[config.mk]
export PLATFORM = sky130hd
export DESIGN_NAME = i2s_tx_master
export DESIGN_NICKNAME = d
export VERILOG_FILES = /design/src/rtl/i2s_tx_master.sv
export SDC_FILE = /design/constraint.sdc
export NUM_CORES = 1
export LEC_CHECK = 0
export BUFFER_PORTS_ARGS = -buffer_cell sky130_fd_sc_hd__buf_2
export CAP_MARGIN = 25
export CORE_UTILIZATION = 50
export DETAILED_ROUTE_END_ITERATION = 8
export PLACE_DENSITY = 0.67
export SETUP_SLACK_MARGIN = 0.05
export SKIP_LAST_GASP = 1
export SYNTH_ARGS = -nofsm -noshare
export SYNTH_HDL_FRONTEND = slang
export SYNTH_SLANG_ARGS = --single-unit
[constraint.sdc]
create_clock -name clk -period 3.95 [get_ports clk]
set_clock_uncertainty 0.1 [all_clocks]
set_input_delay 0.9875 -clock clk [delete_from_list [all_inputs] [get_ports clk]]
set_output_delay 0.9875 -clock clk [all_outputs]
set_load 0.005 [all_outputs]
[src/rtl/i2s_tx_master.sv]
// Clock-master I2S transmitter: divides clk into bclk/lrclk and
// shifts stereo PCM pairs from a small FIFO out in 32-bit slots.
module i2s_tx_master #(
  parameter int BCLK_DIV   = 4,
  parameter int DATA_BITS  = 24,
  parameter int FIFO_DEPTH = 4,
  localparam int LVL_W     = $clog2(FIFO_DEPTH + 1)
) (
  input  logic                 clk,
  input  logic                 reset,
  input  logic                 audio_en,
  input  logic                 in_valid,
  output logic                 in_ready,
  input  logic [DATA_BITS-1:0] l_data,
  input  logic [DATA_BITS-1:0] r_data,
  output logic                 bclk,
  output logic                 lrclk,
  output logic                 s_data,
  output logic                 frame_strobe,
  output logic                 underrun,
  output logic [LVL_W-1:0]     fifo_level
);

  localparam int DIV_W = $clog2(BCLK_DIV);
  localparam int PTR_W = $clog2(FIFO_DEPTH);
  localparam int IDX_W = $clog2(DATA_BITS);
  localparam logic [DIV_W-1:0] DIV_MAX = DIV_W'(BCLK_DIV - 1);
  localparam logic [LVL_W-1:0] LVL_MAX = LVL_W'(FIFO_DEPTH);

  logic [2*DATA_BITS-1:0] mem_q [FIFO_DEPTH];
  logic [PTR_W-1:0]       wr_q, wr_d, rd_q, rd_d;
  logic [LVL_W-1:0]       lvl_q, lvl_d;
  logic [DIV_W-1:0]       div_q, div_d;
  logic [5:0]             pos_q, pos_d, pos_n;
  logic                   bclk_q, bclk_d;
  logic                   lr_q, lr_d;
  logic                   sd_q, sd_d;
  logic                   stb_q, stb_d;
  logic                   und_q, und_d;
  logic [DATA_BITS-1:0]   l_q, l_d, r_q, r_d;
  logic                   tick, fall, load, push, pop;

  // Slot position 0 is the I2S one-bit delay; bits past the sample pad with 0.
  function automatic logic slot_bit(
    input logic [5:0]           pos,
    input logic [DATA_BITS-1:0] l,
    input logic [DATA_BITS-1:0] r
  );
    logic [DATA_BITS-1:0] w;
    logic [IDX_W-1:0]     idx;
    int                   p;
    w   = pos[5] ? r : l;
    p   = int'(pos[4:0]);
    idx = IDX_W'(DATA_BITS - p);
    if (p >= 1 && p <= DATA_BITS) return w[idx];
    return 1'b0;
  endfunction

  assign tick     = (div_q == DIV_MAX);
  assign fall     = tick && bclk_q;
  assign pos_n    = pos_q + 6'd1;
  assign load     = fall && (pos_n == 6'd0);
  assign pop      = load && (lvl_q != '0);
  assign in_ready = audio_en && !reset && (lvl_q < LVL_MAX);
  assign push     = in_valid && in_ready;

  always_comb begin
    div_d  = div_q;
    bclk_d = bclk_q;
    pos_d  = pos_q;
    lr_d   = lr_q;
    sd_d   = sd_q;
    stb_d  = 1'b0;
    und_d  = und_q;
    l_d    = l_q;
    r_d    = r_q;
    wr_d   = wr_q;
    rd_d   = rd_q;
    lvl_d  = lvl_q;
    if (!audio_en) begin
      div_d  = '0;
      bclk_d = 1'b0;
      pos_d  = 6'd63;
      lr_d   = 1'b0;
      sd_d   = 1'b0;
      und_d  = 1'b0;
      wr_d   = '0;
      rd_d   = '0;
      lvl_d  = '0;
    end else begin
      div_d = tick ? '0 : div_q + DIV_W'(1);
      if (tick) bclk_d = !bclk_q;
      stb_d = load;
      if (load) begin
        l_d   = pop ? mem_q[rd_q][2*DATA_BITS-1:DATA_BITS] : '0;
        r_d   = pop ? mem_q[rd_q][DATA_BITS-1:0] : '0;
        und_d = und_q || !pop;
      end
      if (fall) begin
        pos_d = pos_n;
        lr_d  = pos_n[5];
        sd_d  = slot_bit(pos_n, l_d, r_d);
      end
      if (push) wr_d = wr_q + PTR_W'(1);
      if (pop)  rd_d = rd_q + PTR_W'(1);
      lvl_d = lvl_q + LVL_W'(push) - LVL_W'(pop);
    end
  end

  always_ff @(posedge clk or posedge reset) begin
    if (reset) begin
      div_q  <= '0;
      bclk_q <= 1'b0;
      pos_q  <= 6'd63;
      lr_q   <= 1'b0;
      sd_q   <= 1'b0;
      stb_q  <= 1'b0;
      und_q  <= 1'b0;
      l_q    <= '0;
      r_q    <= '0;
      wr_q   <= '0;
      rd_q   <= '0;
      lvl_q  <= '0;
    end else begin
      div_q  <= div_d;
      bclk_q <= bclk_d;
      pos_q  <= pos_d;
      lr_q   <= lr_d;
      sd_q   <= sd_d;
      stb_q  <= stb_d;
      und_q  <= und_d;
      l_q    <= l_d;
      r_q    <= r_d;
      wr_q   <= wr_d;
      rd_q   <= rd_d;
      lvl_q  <= lvl_d;
    end
  end

  always_ff @(posedge clk) begin
    if (push) mem_q[wr_q] <= {l_data, r_data};
  end

  assign bclk         = bclk_q;
  assign lrclk        = lr_q;
  assign s_data       = sd_q;
  assign frame_strobe = stb_q;
  assign underrun     = und_q;
  assign fifo_level   = lvl_q;

endmodule

# After elaboration in Yosys (flattened, before gate mapping)
# Memory sizes are Yosys's and may differ from the RTL's.
# Cells that the tools add are included.
# op_classes
add_sub_neg	7
reduce_logical	13
eq_ne	6
n_mux	34
n_lt_le_gt_ge	4
# ops
operator	count
24-bit two-way mux	7
1-bit two-way mux	17
2-bit two-way mux	6
6-bit two-way mux	2
2-bit by 1-bit inequality test with 1-bit output, second input constant	5
1-bit logical AND	7
2-bit by 1-bit adder with 2-bit output, second input constant	3
6-bit by 1-bit adder with 6-bit output, second input constant	1
6-bit zero test	1
5-bit by 6-bit < comparator with 1-bit output, second input constant	1
1-bit binary-select mux with 5-bit select	1
5-bit by 1-bit >= comparator with 1-bit output, second input constant	1
5-bit <= comparator, second input constant	1
5-bit subtractor, first input constant	1
3-bit by 1-bit adder with 3-bit output	1
1-bit zero test	3
3-bit < comparator, second input constant	1
3-bit two-way mux	1
3-bit nonzero test	1
3-bit by 1-bit subtractor with 3-bit output	1
2-bit == test, second input constant	1
1-bit logical OR	1
# totals
ramBits	192
inputBits	52
ff_bits	68
output_inout_bits	9
n_memories	1
# mem_list
memory	depth	word_bits	read_ports	rd_clocked_by_memory_dff	write_ports	line	source
mem_q	4	48	1	0	1	30	logic [2*DATA_BITS-1:0] mem_q [FIFO_DEPTH];

# Depth between registers and ports, before layout
# Gate-level depths: netlist (run 1).
# depth
ltp_word	14
mapped_depth	14
mapped_depth_nobuf	12

# Worst setup path before layout (run 1)
# No wires, ideal clock.
# synth_path
kind	in2reg
from	input port reset
to	memory mem_q[1][0] in the netlist's numbering (enable)
n_path_buf	0
setup_slack_ns	0.789
arrival_time_ns	2.650
required_ns	3.439
stages	2
cell_sequence	nor3b_1 > and3_1
# synth_via
elab_chain_cells	6
# synth_lines
item	line	source
from (decl)	10	input logic reset,
1-bit zero test (no source line)	-	
1-bit logical AND (2 in a row)	64	assign in_ready = audio_en && !reset && (lvl_q < LVL_MAX);
1-bit logical AND	65	assign push = in_valid && in_ready;
1-bit two-way mux	141	if (push) mem_q[wr_q] <= {l_data, r_data};
1-bit two-way mux (not written as such)	141	
to (decl)	30	
# Every way passes these cells.

# Final worst setup path (run 1)
# layout_path
from	register pos_q[1]
to	register lvl_q[2] (netlist: fifo_level[2])
# layout_via
elab_chain_cells	6
# layout_lines
item	line	source
from (decl)	34	logic [5:0] pos_q, pos_d, pos_n;
from (signal assigned)	127	pos_q <= pos_d;
6-bit by 1-bit adder with 6-bit output	61	assign pos_n = pos_q + 6'd1;
6-bit zero test	62	assign load = fall && (pos_n == 6'd0);
1-bit logical AND	62	
1-bit logical AND	63	assign pop = load && (lvl_q != '0);
3-bit by 1-bit subtractor with 3-bit output	106	lvl_d = lvl_q + LVL_W'(push) - LVL_W'(pop);
3-bit two-way mux	80	if (!audio_en) begin
named net lvl_d[2]	32	logic [LVL_W-1:0] lvl_q, lvl_d;
to (signal assigned)	136	lvl_q <= lvl_d;
to (decl)	32	
# The timed path passes the listed nets, and every way through them passes these cells.
# A chain may end at the register's enable or synchronous reset.

==> results of run 1 <==
## area by class of cell
cell class / instances / area share (%)
flip-flops and latches: 260 / 61.12
multi-input cells: 335 / 24.74
clock buffers: 38 / 6.023
repair buffers: 76 / 3.538
well taps: 275 / 2.812
clock inverters: 11 / 1.299
inverters: 15 / 0.4601
## report_power, final
group,leakage (nW),switching [mW],internal [mW]
Combinational,1.43,0.131,0.0768
Sequential,2.64,0.0182,2.98
Clock,0.433,0.989,1.56
Total,4.50,1.14,4.62
## routing by layer
layer	GRT usage [%]	up-vias	routed length, microns
met5	0	-	0
met4	5.979	0	471
met3	3.865	36	1214
met2	33.76	181	10590
met1	28.77	3039	9270
li1	-	2690	-
## final timing paths
kind	start	cells after the start	slack, ps	end
max	pos_q[1]$_DFFE_PP1P_	12	680	fifo_level[2]$_DFF_PP0_
min	div_q[0]$_DFF_PP0_	1	360	div_q[0]$_DFF_PP0_
max reg2reg	pos_q[1]$_DFFE_PP1P_	12	680	fifo_level[2]$_DFF_PP0_
min reg2reg	div_q[0]$_DFF_PP0_	1	360	div_q[0]$_DFF_PP0_
max in group asynchronous	reset	3	2410	pos_q[1]$_DFFE_PP1P_
min in group asynchronous	reset	2	470	fifo_level[1]$_DFF_PP0_
## kinds of logic (layout without fill, tap and decap cells)
logic type / after synthesis / count (layout) / share of synthesized area [%]
buffers and inverters: 55 / 140 / 2.442
adders and majority gates: 11 / 11 / 1.349
muxes: 56 / 56 / 11.02
xor gates and xnor gates: 16 / 16 / 1.512
AOI/OAI and AO/OA: 118 / 118 / 7.896
DFF: 260 / 260 / 69.47
and+or+nand+nor: 134 / 134 / 6.314
## layout by cell type (no fill, tap or decap), types with 13 or more instances in the layout
cell       instances
buf_4             15
inv_1             13
edfxtp_1         192
nor2_1            22
clkbuf_16         27
a21oi_1           20
o21ai_0           23
a22o_1            36
mux4_2            49
dfrtp_1           60
nand2_1           39
buf_2             60
nor3_1            24
## stage by stage
stage / hold WS (ps) / power, mW / setup slack (ps) / instances
4_1_cts: 361.4 / 5.814 / 653.0 / 1010
3_5_place_dp: 353.6 / 3.267 / 669.2 / 961
6_report: 358.7 / 5.755 / 676.1 / 1010
5_1_grt: 381.7 / 5.944 / 405.7 / 1010
3_3_place_gp: 325.8 / 3.257 / 735.5 / 961
2_1_floorplan: 315.6 / 3.170 / 788.9 / 650
## state kept, by name (all words and copies together), names as in the netlist, 2 cells and up
register,flops
l_q,24
r_q,24
mem_q,192
wr_q,2
rd_q,2
pos_q,6
fifo_level,3
div_q,2
## critical path, delay by kind of cell, from the launching register on
family	cells	cell delay, ps
AOI/OAI and AO/OA	1	210
xor gates and xnor gates	2	360
adders and majority gates	4	1230
buffers and inverters	2	100
DFF	1	610
and+or+nand+nor	3	570
==> summary.txt, run 1 <==
Setup path
  • WS Path Type: register to register
  • Crit-path cells: ha_1, xnor2_2, nand3_1, a21o_1, nor2_1, ha_1, inv_1, ha_1, inv_1, fa_1, xnor2_1, and2_1
  • Slowest stage cell, crit path: dfstp_2
  • Max stage delay on crit path: 610 ps
  • Worst Path Max Fanout: 12
  • Worst setup EP type: register
  • CP Launch Type: register
  • Critical path data required time: 4260 ps
  • Critical Path AT: 3590 ps
  • CP most frequent cell: ha_1

Global routing
  • Initial antenna violation count: 0
  • Total Routing Usage GR: 20.77%
  • Vias in the first global route: 6,139
  • Grt ovf: 0
  • Pin count of the biggest net entering global routing: 55
  • First-pass GRT wire length: 34,920 microns

CTS
  • Deepest clock path buffer count: 3
  • Clock sink count: 260
  • Hold buffer count at CTS: 0
  • Worst-path clk slew: 60 ps
  • H-tree lvl count: 1
  • Latest clock arrival within the worst-skew pair: 520 ps
  • Setup Buffers After CTS: 0
  • CTS buffer count: 27
  • Post-CTS resize count: 0
  • Root Buffer: clkbuf_16
  • CTS tree: built

Synth
  • EDFF count, synth: 192
  • Most used flip-flop cell after synthesis: edfxtp_1
  • Synthesis-stage register bit count: 260
  • Sequential share of the synthesized area: 69.47%
  • Post-synth cell types: 62
  • Most frequent cell after synthesis: edfxtp_1
  • Area contributors post-synth: edfxtp_1 (54%), dfrtp_1 (14%), mux4_2 (10%)
  • Avg Cell Area, Syn: 16.55 sq um
  • Area leader, netlist: edfxtp_1
  • Yosys warns: 0
  • Top cells by count, synth: edfxtp_1 (192), dfrtp_1 (62), mux4_2 (49)
  • Asr flop ratio synth: 26.15%
  • Syn Inst Count: 650
  • Synth Cell Area: 0.01076 sq mm
  • Yosys top cell area share: 53.58%
  • Syn Nets: 713

Final layout
  • Diode count: 0
  • Layout cells sized above 1: 25.31%
  • Post-route cell area: 0.01224 sq mm
  • Register area: 0.007480 sq mm
  • Post-layout nets: 778
  • Area of the multi-input gates: 0.003028 sq mm
  • Area growth from synthesis to layout: 13.72%
  • Fillers: 1,630
  • Final Util: 58.03%

Route
  • Vias: 5,946
  • Detail Route Antenna Nets: 0
  • Detailed-route vias per instance: 5.887
  • Wire length per cell: 21.33 microns
  • DRT Pass-1 Iters: 5
  • Initial DRC count: 433
  • DRC: 0
  • Post-Route WL: 21,540 microns

Floorplan
  • Initial Util: 51.03%
  • Die height: 148.7 microns
  • Core Area: 0.02109 sq mm
  • FP Rows: 53
  • Die ar.: 0.02211 sq mm
  • Die width: 148.7 microns
  • IO Pins: 61

Pwr
  • Maximum vdd drop: 394.2 uV
  • Pwr/cell area: 470.3 mW/mm^2
  • Leakage power: 4.499 nW

STA
  • RSZ-0062 raised after global routing: false
  • Setup TNS: 0 ps
  • Worst slew pin tran: 1047 ps
  • Final setup violation count: 0
  • Fmax: 0.3054 GHz
  • Minimum clock period after layout: 3274 ps
  • Final worst-path cycle share: 82.88%
  • Worst slew margin: 29.83%
  • Final Hold Viols: 0
  • Slew Viols, Final: 0

Min path
  • HP Class: register to register

Outcome
  • Status: completed

Job
  • Max Cap Violations: 0

Placement
  • Placer congestion estimate: 0.9223
  • PortBufs: 60
  • Post-detail-place hpwl: 13,500 microns
  • DP Area: 0.01134 sq mm
No activity file was read; power rests on OpenSTA's default activity.
==> run 2: changes to the inputs <==
--- a/config.mk
+++ b/config.mk
@@ -5,11 +5,12 @@
 export SDC_FILE = /design/constraint.sdc
 export NUM_CORES = 1
 export LEC_CHECK = 0
+export ABC_AREA = 1
 export BUFFER_PORTS_ARGS = -buffer_cell sky130_fd_sc_hd__buf_2
 export CAP_MARGIN = 25
 export CORE_UTILIZATION = 50
 export DETAILED_ROUTE_END_ITERATION = 8
-export PLACE_DENSITY = 0.67
+export PLACE_DENSITY = 0.7
 export SETUP_SLACK_MARGIN = 0.05
 export SKIP_LAST_GASP = 1
 export SYNTH_ARGS = -nofsm -noshare
==> constraint.sdc (replaced) <==
create_clock -name clk -period 2.9 [get_ports clk]
set_clock_uncertainty 0.1 [all_clocks]
set_input_delay 0.725 -clock clk [delete_from_list [all_inputs] [get_ports clk]]
set_output_delay 0.725 -clock clk [all_outputs]
set_load 0.005 [all_outputs]
==> summary.txt, run 2 <==
Setup path
  • Critical Path AT: 2980 ps
  • CP Launch Type: register
  • Crit-path leading delay family: adder cells
  • Critical path data required time: 3230 ps
  • Slowest stage cell, crit path: dfstp_2
  • Worst setup EP type: register
  • Crit-path cells: ha_2, nand3_1, nor2_4, nand2_2, nor2_4, nand2_2, nor2_4, ha_1, inv_1, ha_1, inv_1, fa_2, and3_1, nor3_1
  • Worst Path Max Fanout: 5
  • Max stage delay on crit path: 590 ps
  • WS Path Type: register to register
  • Worst Path Buf+Inv: 2
  • CP most frequent cell: nor2_4

CTS
  • Worst-path clk slew: 60 ps
  • Deepest clock path buffer count: 3
  • Hold buffer count at CTS: 0
  • Clock sink count: 260
  • Root Buffer: clkbuf_16
  • Latest clock arrival within the worst-skew pair: 520 ps
  • H-tree lvl count: 1
  • CTS buffer count: 27
  • CTS tree: built

Route
  • Detail Route Antenna Nets: 0
  • Vias: 7,422
  • Detailed-route vias per instance: 5.477
  • Wire length per cell: 16.85 microns
  • DRC: 0
  • Initial DRC count: 516
  • Post-Route WL: 22,830 microns
  • DRT Pass-1 Iters: 7

Placement
  • Post-detail-place hpwl: 14,010 microns
  • DP Area: 0.01162 sq mm
  • Placer congestion estimate: 0.9459
  • PortBufs: 60

Floorplan
  • Die width: 149.8 microns
  • FP Rows: 53
  • Core Area: 0.02122 sq mm
  • IO Pins: 61
  • Die ar.: 0.02245 sq mm
  • Die height: 149.8 microns
  • Initial Util: 51.49%

Final layout
  • Final Util: 58.77%
  • Register area: 0.007476 sq mm
  • Max FFs per register: 192
  • Layout cells sized above 1: 14.72%
  • Diode count: 0
  • Most flops, register: mem_q
  • Most frequent cells in the layout: edfxtp_1 (192), o21ai_0 (154), nand2_1 (151)
  • Fillers: 1,713
  • Area growth from synthesis to layout: 14.16%
  • Top flop regs: mem_q: 192 flops, l_q: 24 flops, r_q: 24 flops
  • Area of the multi-input gates: 0.002984 sq mm
  • Most common library cell in the layout ignoring fill and taps: edfxtp_1
  • Post-layout nets: 1,123
  • Post-route cell area: 0.01247 sq mm

Synth
  • Synth Cell Area: 0.01093 sq mm
  • Avg Cell Area, Syn: 10.95 sq um
  • Area leader, netlist: edfxtp_1
  • Most frequent cell after synthesis: edfxtp_1
  • Most used flip-flop cell after synthesis: edfxtp_1
  • Syn Inst Count: 998
  • Top cells by count, synth: edfxtp_1 (192), o21ai_0 (154), nand2_1 (151)
  • EDFF count, synth: 192
  • Area contributors post-synth: edfxtp_1 (53%), dfrtp_1 (14%), o21ai_0 (7.1%)
  • Syn Nets: 1,061
  • Post-synth cell types: 27
  • Synthesis-stage register bit count: 260
  • Sequential share of the synthesized area: 68.42%
  • Yosys warns: 0
  • Asr flop ratio synth: 26.15%
  • Yosys top cell area share: 52.77%

Pwr
  • Leakage power: 4.938 nW
  • Pwr/cell area: 632.7 mW/mm^2
  • Maximum vdd drop: 455.4 uV
  • Combinational Power Share: 6.0%
  • Total Power: 7.891 mW
  • Switching Share: 21.56%
  • Part of the power in the clock network: 40.8%
  • Seq pwr share: 53.3%
  • P_sw: 1.701 mW
  • P_int: 6.190 mW

Global routing
  • Initial antenna violation count: 0
  • Total Routing Usage GR: 21.28%
  • First-pass GRT wire length: 37,130 microns
  • Grt ovf: 0
  • Pin count of the biggest net entering global routing: 60
  • Vias in the first global route: 7,201

STA
  • Final Hold Viols: 0
  • RSZ-0062 raised after global routing: false
  • Post-Route Hold Slack: 184.2 ps
  • Final setup violation count: 0
  • Worst slew margin: 58.93%
  • Slew Viols, Final: 0
  • Worst slew pin tran: 615.3 ps
  • Minimum clock period after layout: 2644 ps
  • Final worst-path cycle share: 91.17%
  • Fmax: 0.3782 GHz

Min path
  • HP Class: primary input to async pin

Outcome
  • Status: completed

Job
  • Max Cap Violations: 0
run 2: final timing paths:
path                       depth (start not counted)                       to  slack, ps            startpoint
max                                               14  fifo_level[2]$_DFF_PP0_        260  pos_q[1]$_DFFE_PP1P_
min                                                2  fifo_level[2]$_DFF_PP0_        180                 reset
max reg2reg                                       14  fifo_level[2]$_DFF_PP0_        260  pos_q[1]$_DFFE_PP1P_
min reg2reg                                        1       div_q[0]$_DFF_PP0_        350    div_q[0]$_DFF_PP0_
max in group asynchronous                          3      rd_q[0]$_DFFE_PP0P_       1820                 reset
min in group clk                                   1   mem_q[2][47]$_DFFE_PP_        310            l_data[23]
run 2: what timing repair did:
action	in CTS	in global routing
endpoints found under the hold margin	0	0
setup buffers	0	2
setup endpoints to repair	0	2
gates resized for setup	0	2
run 2: power by group through the flow:
stage	Sequential [mW]	Clock, mW	Combinational (mW)
after floorplan	4.27	0	0.293
after global placement	4.27	0	0.459
after detailed placement	4.27	0	0.470
after CTS	4.20	3.27	0.472
after global routing	4.21	3.41	0.539
final	4.20	3.22	0.471
run 2: final cells by class:
class,instances,area share (%)
repair buffers,91,4.805
well taps,275,2.759
flip-flops and latches,260,59.94
inverters,63,1.896
multi-input cells,617,23.93
clock inverters,11,0.6822
clock buffers,38,5.989
run 2: metal layers:
layer | global-route usage (%) | up-vias | routed length, microns
met5 | 0 | - | 0
met4 | 5.758 | 0 | 431
met3 | 2.683 | 35 | 976
met2 | 36.88 | 175 | 11390
met1 | 28.28 | 3596 | 10040
li1 | - | 3616 | -
run 2: logic make-up (layout without fill, tap and decap cells):
| family | after synthesis | count (layout) | share of synthesized area (%) |
|---|---|---|---|
| flip-flops | 260 | 260 | 68.42 |
| AO/OA/AOI/OAI | 236 | 236 | 11.38 |
| buffers and inverters | 121 | 203 | 4.707 |
| AND/OR/NAND/NOR | 370 | 370 | 14.17 |
| adder cells (fa/ha/maj) | 11 | 11 | 1.328 |
run 2: metrics by stage:
| step | setup slack (ps) | instances | TNS (ps) |
|---|---|---|---|
| floorplan | -191.5 | 998 | -36760 |
| global placement | 245.9 | 1304 | 0 |
| detailed placement | 211.9 | 1304 | 0 |
| CTS | 185.3 | 1353 | 0 |
| global route | 54.48 | 1355 | 0 |
| finish | 256.1 | 1355 | 0 |
run 2: worst reg2reg max path, stage by stage, from the launching register on:
cell	delay, ps
dfstp_2	590
ha_2	200
nand3_1	120
nor2_4	140
nand2_2	70
nor2_4	100
nand2_2	80
nor2_4	90
ha_1	230
inv_1	50
ha_1	120
inv_1	50
fa_2	330
and3_1	170
nor3_1	120
